### src/rtl/fetch_decode.sv
// -----------------------------------------------------------------------------
// fetch_decode
//   Instruction fetch and decode stage. Holds the PC, drives an external
//   asynchronous instruction ROM, captures the returned word in a one-deep
//   instruction register (IR), and decodes the IR for the regfile/ALU datapath.
//   BNE is resolved here from the datapath's EQ flag. A taken branch redirects
//   the PC and flushes the wrong-path word fetched behind it.
//
// Ports
//   clk         rising-edge clock
//   rst         synchronous active-high reset
//   stall       1 = hold PC, IR, ir_pc, ir_valid and the sticky illegal flag
//   instr       ROM data for instr_addr (combinational read)
//   EQ          datapath equality flag for the currently decoded instruction
//   instr_addr  current PC
//   rs1/rs2/rd  register indices IR[19:15] / IR[24:20] / IR[11:7]
//   ImmOp       sign-extended immediate
//   RegWrite    regfile write enable
//   ALUctrl     ALU operation: 000 add, 001 sub
//   ALUsrc      1 = ALU operand 2 is ImmOp
//   illegal     sticky: an unsupported opcode was decoded
//
// Handshake: there is no valid/ready pair. stall is a plain hold request:
//   while it is high nothing in this stage changes state and the decode
//   outputs are held. When the IR holds no valid word the decode outputs
//   are a bubble (all zero).
// -----------------------------------------------------------------------------
module fetch_decode #(
    parameter int                    DATA_WIDTH    = 32,
    parameter int                    ADDRESS_WIDTH = 5,
    parameter int                    ALUctrl_WIDTH = 3,
    parameter logic [DATA_WIDTH-1:0] RESET_PC      = '0
) (
    input  logic                     clk,
    input  logic                     rst,
    input  logic                     stall,
    input  logic [DATA_WIDTH-1:0]    instr,
    input  logic                     EQ,
    output logic [DATA_WIDTH-1:0]    instr_addr,
    output logic [ADDRESS_WIDTH-1:0] rs1,
    output logic [ADDRESS_WIDTH-1:0] rs2,
    output logic [ADDRESS_WIDTH-1:0] rd,
    output logic [DATA_WIDTH-1:0]    ImmOp,
    output logic                     RegWrite,
    output logic [ALUctrl_WIDTH-1:0] ALUctrl,
    output logic                     ALUsrc,
    output logic                     illegal
);

    localparam logic [6:0] OP_IMM    = 7'b0010011;
    localparam logic [6:0] OP_REG    = 7'b0110011;
    localparam logic [6:0] OP_BRANCH = 7'b1100011;

    logic [DATA_WIDTH-1:0] pc;
    logic [DATA_WIDTH-1:0] ir;
    logic [DATA_WIDTH-1:0] ir_pc;
    logic                  ir_valid;
    logic                  illegal_q;

    logic                  legal;
    logic                  is_bne;
    logic                  taken;

    logic [6:0] opcode;
    logic [2:0] funct3;
    logic [6:0] funct7;

    assign opcode = ir[6:0];
    assign funct3 = ir[14:12];
    assign funct7 = ir[31:25];

    // Decode. Register fields are only driven for recognised instructions so
    // that a bubble is genuinely all-zero on every output.
    always_comb begin
        rs1      = '0;
        rs2      = '0;
        rd       = '0;
        ImmOp    = '0;
        RegWrite = 1'b0;
        ALUctrl  = '0;
        ALUsrc   = 1'b0;
        legal    = 1'b0;
        is_bne   = 1'b0;
        if (ir_valid) begin
            case (opcode)
                OP_IMM: begin
                    if (funct3 == 3'b000) begin
                        legal    = 1'b1;
                        RegWrite = 1'b1;
                        ALUsrc   = 1'b1;
                        ImmOp    = {{(DATA_WIDTH-12){ir[31]}}, ir[31:20]};
                    end
                end
                OP_REG: begin
                    if (funct3 == 3'b000 && funct7 == 7'b0000000) begin
                        legal    = 1'b1;
                        RegWrite = 1'b1;
                    end
                end
                OP_BRANCH: begin
                    if (funct3 == 3'b001) begin
                        legal   = 1'b1;
                        is_bne  = 1'b1;
                        ALUctrl = ALUctrl_WIDTH'(1);
                        ImmOp   = {{(DATA_WIDTH-13){ir[31]}}, ir[31], ir[7],
                                   ir[30:25], ir[11:8], 1'b0};
                    end
                end
                default: legal = 1'b0;
            endcase
            if (legal) begin
                rs1 = ir[19:15];
                rs2 = ir[24:20];
                rd  = ir[11:7];
            end
        end
    end

    // is_bne already implies ir_valid.
    assign taken = is_bne & ~EQ;

    always_ff @(posedge clk) begin
        if (rst) begin
            pc        <= RESET_PC;
            ir        <= '0;
            ir_pc     <= '0;
            ir_valid  <= 1'b0;
            illegal_q <= 1'b0;
        end else if (!stall) begin
            if (taken) begin
                // Redirect and drop the sequential word that would have been
                // fetched from ir_pc+4: one bubble cycle.
                pc       <= ir_pc + ImmOp;
                ir_valid <= 1'b0;
            end else begin
                ir       <= instr;
                ir_pc    <= pc;
                ir_valid <= 1'b1;
                pc       <= pc + DATA_WIDTH'(4);
            end
            if (ir_valid && !legal) begin
                illegal_q <= 1'b1;
            end
        end
    end

    assign instr_addr = pc;
    assign illegal    = illegal_q;

endmodule

### config.mk
export PLATFORM = sky130hd
export DESIGN_NAME = fetch_decode
export DESIGN_NICKNAME = d
export VERILOG_FILES = /design/src/rtl/fetch_decode.sv
export SDC_FILE = /design/constraint.sdc
export NUM_CORES = 1
export LEC_CHECK = 0
export CAP_MARGIN = 20
export CORE_MARGIN = 4
export CORE_UTILIZATION = 58
export CTS_BUF_LIST = sky130_fd_sc_hd__clkbuf_8
export CTS_CLUSTER_SIZE = 40
export DETAILED_ROUTE_END_ITERATION = 6
export PLACE_DENSITY = 0.92
export RECOVER_POWER = 50
export SETUP_SLACK_MARGIN = 0.05
export SYNTH_ARGS = -nofsm -noshare
export SYNTH_HDL_FRONTEND = slang
export SYNTH_SLANG_ARGS = --single-unit
### constraint.sdc
create_clock -name clk -period 13.4 [get_ports clk]
set_clock_uncertainty 0.1 [all_clocks]
set_input_delay 2.01 -clock clk [delete_from_list [all_inputs] [get_ports clk]]
set_output_delay 2.01 -clock clk [all_outputs]
set_load 0.02 [all_outputs]
==> results.json <==
{
  "numCtsBuffers": 9,
  "power_density_nw_per_um2": 74.4,
  "core_um2": 10400,
  "period_minus_slack_ps": 7130,
  "irDropWorstVdd_v": 0.0000561,
  "postCtsSetupBuffers": 0,
  "fmax_mhz": 140,
  "hold_violations": 0,
  "gp_congestion": 0.941,
  "cts_root_buf": "clkbuf_8",
  "synthXorXnorAreaFrac_pct": 3.24,
  "synth_mux_area_share_pct": 0.342,
  "cp_data_required_time_ps": 13560,
  "synthFlopType": "dfxtp_1",
  "criticalPathCategory": "in2reg",
  "routed_wl_um": 17400,
  "crit_fanout": 52,
  "maxCapViolCount": 4,
  "gr-total-overflow": 0,
  "grt_usage_pct": 27.3,
  "max_stage_delay_ps": 1810,
  "fillCellCount": 830,
  "final_max_slew_viol_count": 145,
  "ys_ff_latch": 98,
  "area_growth_pct": 20.1,
  "path_common_cell": "clkbuf_1",
  "clock_latency_ps": 390,
  "wl_per_cell_um": 16.6,
  "violations": "capacitance limit, slew limit",
  "end_kind": "register",
  "first_pass_iters": 6,
  "post_cts_resized": 0,
  "pin_count": 121,
  "synth_cell_type_count": 65,
  "drt_iter0_drc": 688,
  "rsz0062_at_grt": "false",
  "worstRegToRegCells": 8,
  "synthArstFlopShare_pct": 0,
  "die_area_um2": 12400,
  "chipWidth_um": 111,
  "clk_pin_slew_ps": 100,
  "synth-compound-area-share_pct": 25.0,
  "tightest_slew_ps": 2430,
  "avgSynthCellArea_um2": 7.42,
  "start_kind": "input port",
  "yosys.area_share.simple_pct": 26.8,
  "synthAdderAreaFrac_pct": 6.77,
  "grt_pass1_vias": 6003,
  "status": "complete, but fails checks",
  "synth_edf_count": 0,
  "antenna_cells": 0,
  "yosysWarnings": 0,
  "period_share_pct": 53.2,
  "p_leak_uw": 0.00292,
  "setup_viol": 0,
  "drive_above_1_share_pct": 4.17,
  "final_area_um2": 7460,
  "synthesis.instances": 837,
  "antenna_found_initial": 0,
  "dpl_cell_area_um2": 7260,
  "worstPathCellList": "dlygate4sd3_1 > clkbuf_1 > nor2_1 > clkbuf_1 > nand2_1 > o221ai_1 > a21oi_1",
  "drtAntennaViolNets": 0,
  "holdCritPathClass": "reg2reg",
  "slowest_stage": "clkbuf_1",
  "hpwl_um": 12100,
  "vias": 6459,
  "vias_per_cell": 6.16,
  "yosysSeqAreaShare_pct": 31.6,
  "finalSetupTns_ps": 0,
  "drcViolationCount": 0,
  "yosys.area.top_type": "dfxtp_1",
  "io_buffers": 118,
  "clock_sinks": 98,
  "final_nets": 976,
  "holdPathStages": 2,
  "htree_levels": 3,
  "start_util_pct": 59.9,
  "synth_top_family_by_area": "simple AND/OR/NAND/NOR gates",
  "grt_pass1_wl_um": 28700,
  "synth.area.top_cells": "dfxtp_1 (32%), a21oi_1 (11%), nand2_1 (11%)",
  "yosys.area.top_type_share_pct": 31.6,
  "netlist_area_um2": 6210,
  "die_h_um": 111,
  "grt_max_degree": 88,
  "slew_headroom_pct": -61.9,
  "rows": 37,
  "cts-hold-fix-buffers": 0,
  "arrival_ps": 7290,
  "clock_path_buffers": 2,
  "cts_tree": "built"
}
kinds of logic after synthesis:
group,count (synthesis)
xor gates and xnor gates,23
DFF,98
and+or+nand+nor,343
buffers and inverters,76
AOI/OAI and AO/OA,261
muxes,2
adders and majority gates,33
other,1
worst paths after layout:
check             slack, ps             end   start
setup reg to reg       8390  instr_addr[12]   ir[4]
hold reg to reg         360          ir[16]  ir[16]
setup / recovery       6270  instr_addr[12]   stall
hold / removal          360          ir[16]  ir[16]
synth_stat cells, drive strengths merged, types with 6 or more instances:
cell	instances
a22oi	7
a211oi	10
a31oi	8
nand3	27
xnor2	13
xor2	10
nand4	8
buf	35
a21o	10
nand2	179
dfxtp	98
ha	32
clkbuf	32
o21ai	40
inv	9
and3	11
a21oi	140
o211ai	6
nor4	8
o221ai	6
and2	25
nor2	44
nor3	11
layout make-up:
type	count	area, um2	area share (%)
multi-input cells	664	3860	51.8
flip-flops and latches	98	1960	26.3
repair buffers	125	1210	16.3
well taps	136	170	2.28
clock buffers	10	138	1.85
clock inverters	6	77.6	1.04
inverters	9	33.8	0.453
per-layer routing:
metal	global-route usage, %	vias up	wire, um
li1	-	3085	-
met1	35.8	3015	7430
met2	44.6	317	8120
met3	7.17	42	1520
met4	7.79	0	328
met5	0	-	0
where the power goes:
part | leakage [uW] | internal (uW) | total, uW | switching [uW]
Clock | 0.000107 | 95.4 | 211 | 116
Sequential | 0.000796 | 297 | 304 | 6.26
Combinational | 0.00202 | 16.5 | 39.9 | 23.4
stage by stage:
step	instances	setup WS, ps	hold WS (ps)	total power, uW	util, %
floorplan	838	8720	332	332	-
global placement	1031	8460	346	350	70.0
detailed placement	1031	8300	351	350	70.0
CTS	1047	7860	365	556	72.1
global route	1048	5830	388	572	71.9
finish	1048	6270	362	555	71.9
placed cells by master (no fill, tap or decap), types with 5 or more instances in the layout:
master,instances
ha_1,32
nor3_1,11
dlygate4sd3_1,35
xor2_1,10
and2_1,25
a22oi_1,7
dfxtp_1,98
o221ai_1,6
o211ai_1,6
nand2_1,179
o21a_1,5
nand4_1,6
a21oi_1,140
a31oi_1,8
inv_1,9
and3_1,11
clkdlybuf4s50_1,82
a21o_1,10
a211oi_1,10
nand3_1,27
o21ai_0,35
nor2b_1,5
nor2_1,44
xnor2_1,13
clkbuf_8,10
state kept, by name, indices dropped and copies added, names as in the netlist:
| name | flops |
|---|---|
| instr_addr | 32 |
| ir | 32 |
| ir_pc | 32 |
| illegal | 1 |
| ir_valid | 1 |
worst max-delay path, delay by kind of cell:
family                 cells  cell delay [ps]
buffers and inverters      3             3080
and+or+nand+nor            2             1780
AOI/OAI and AO/OA          2              400
Note: power is estimated with default switching activity, not from simulation.
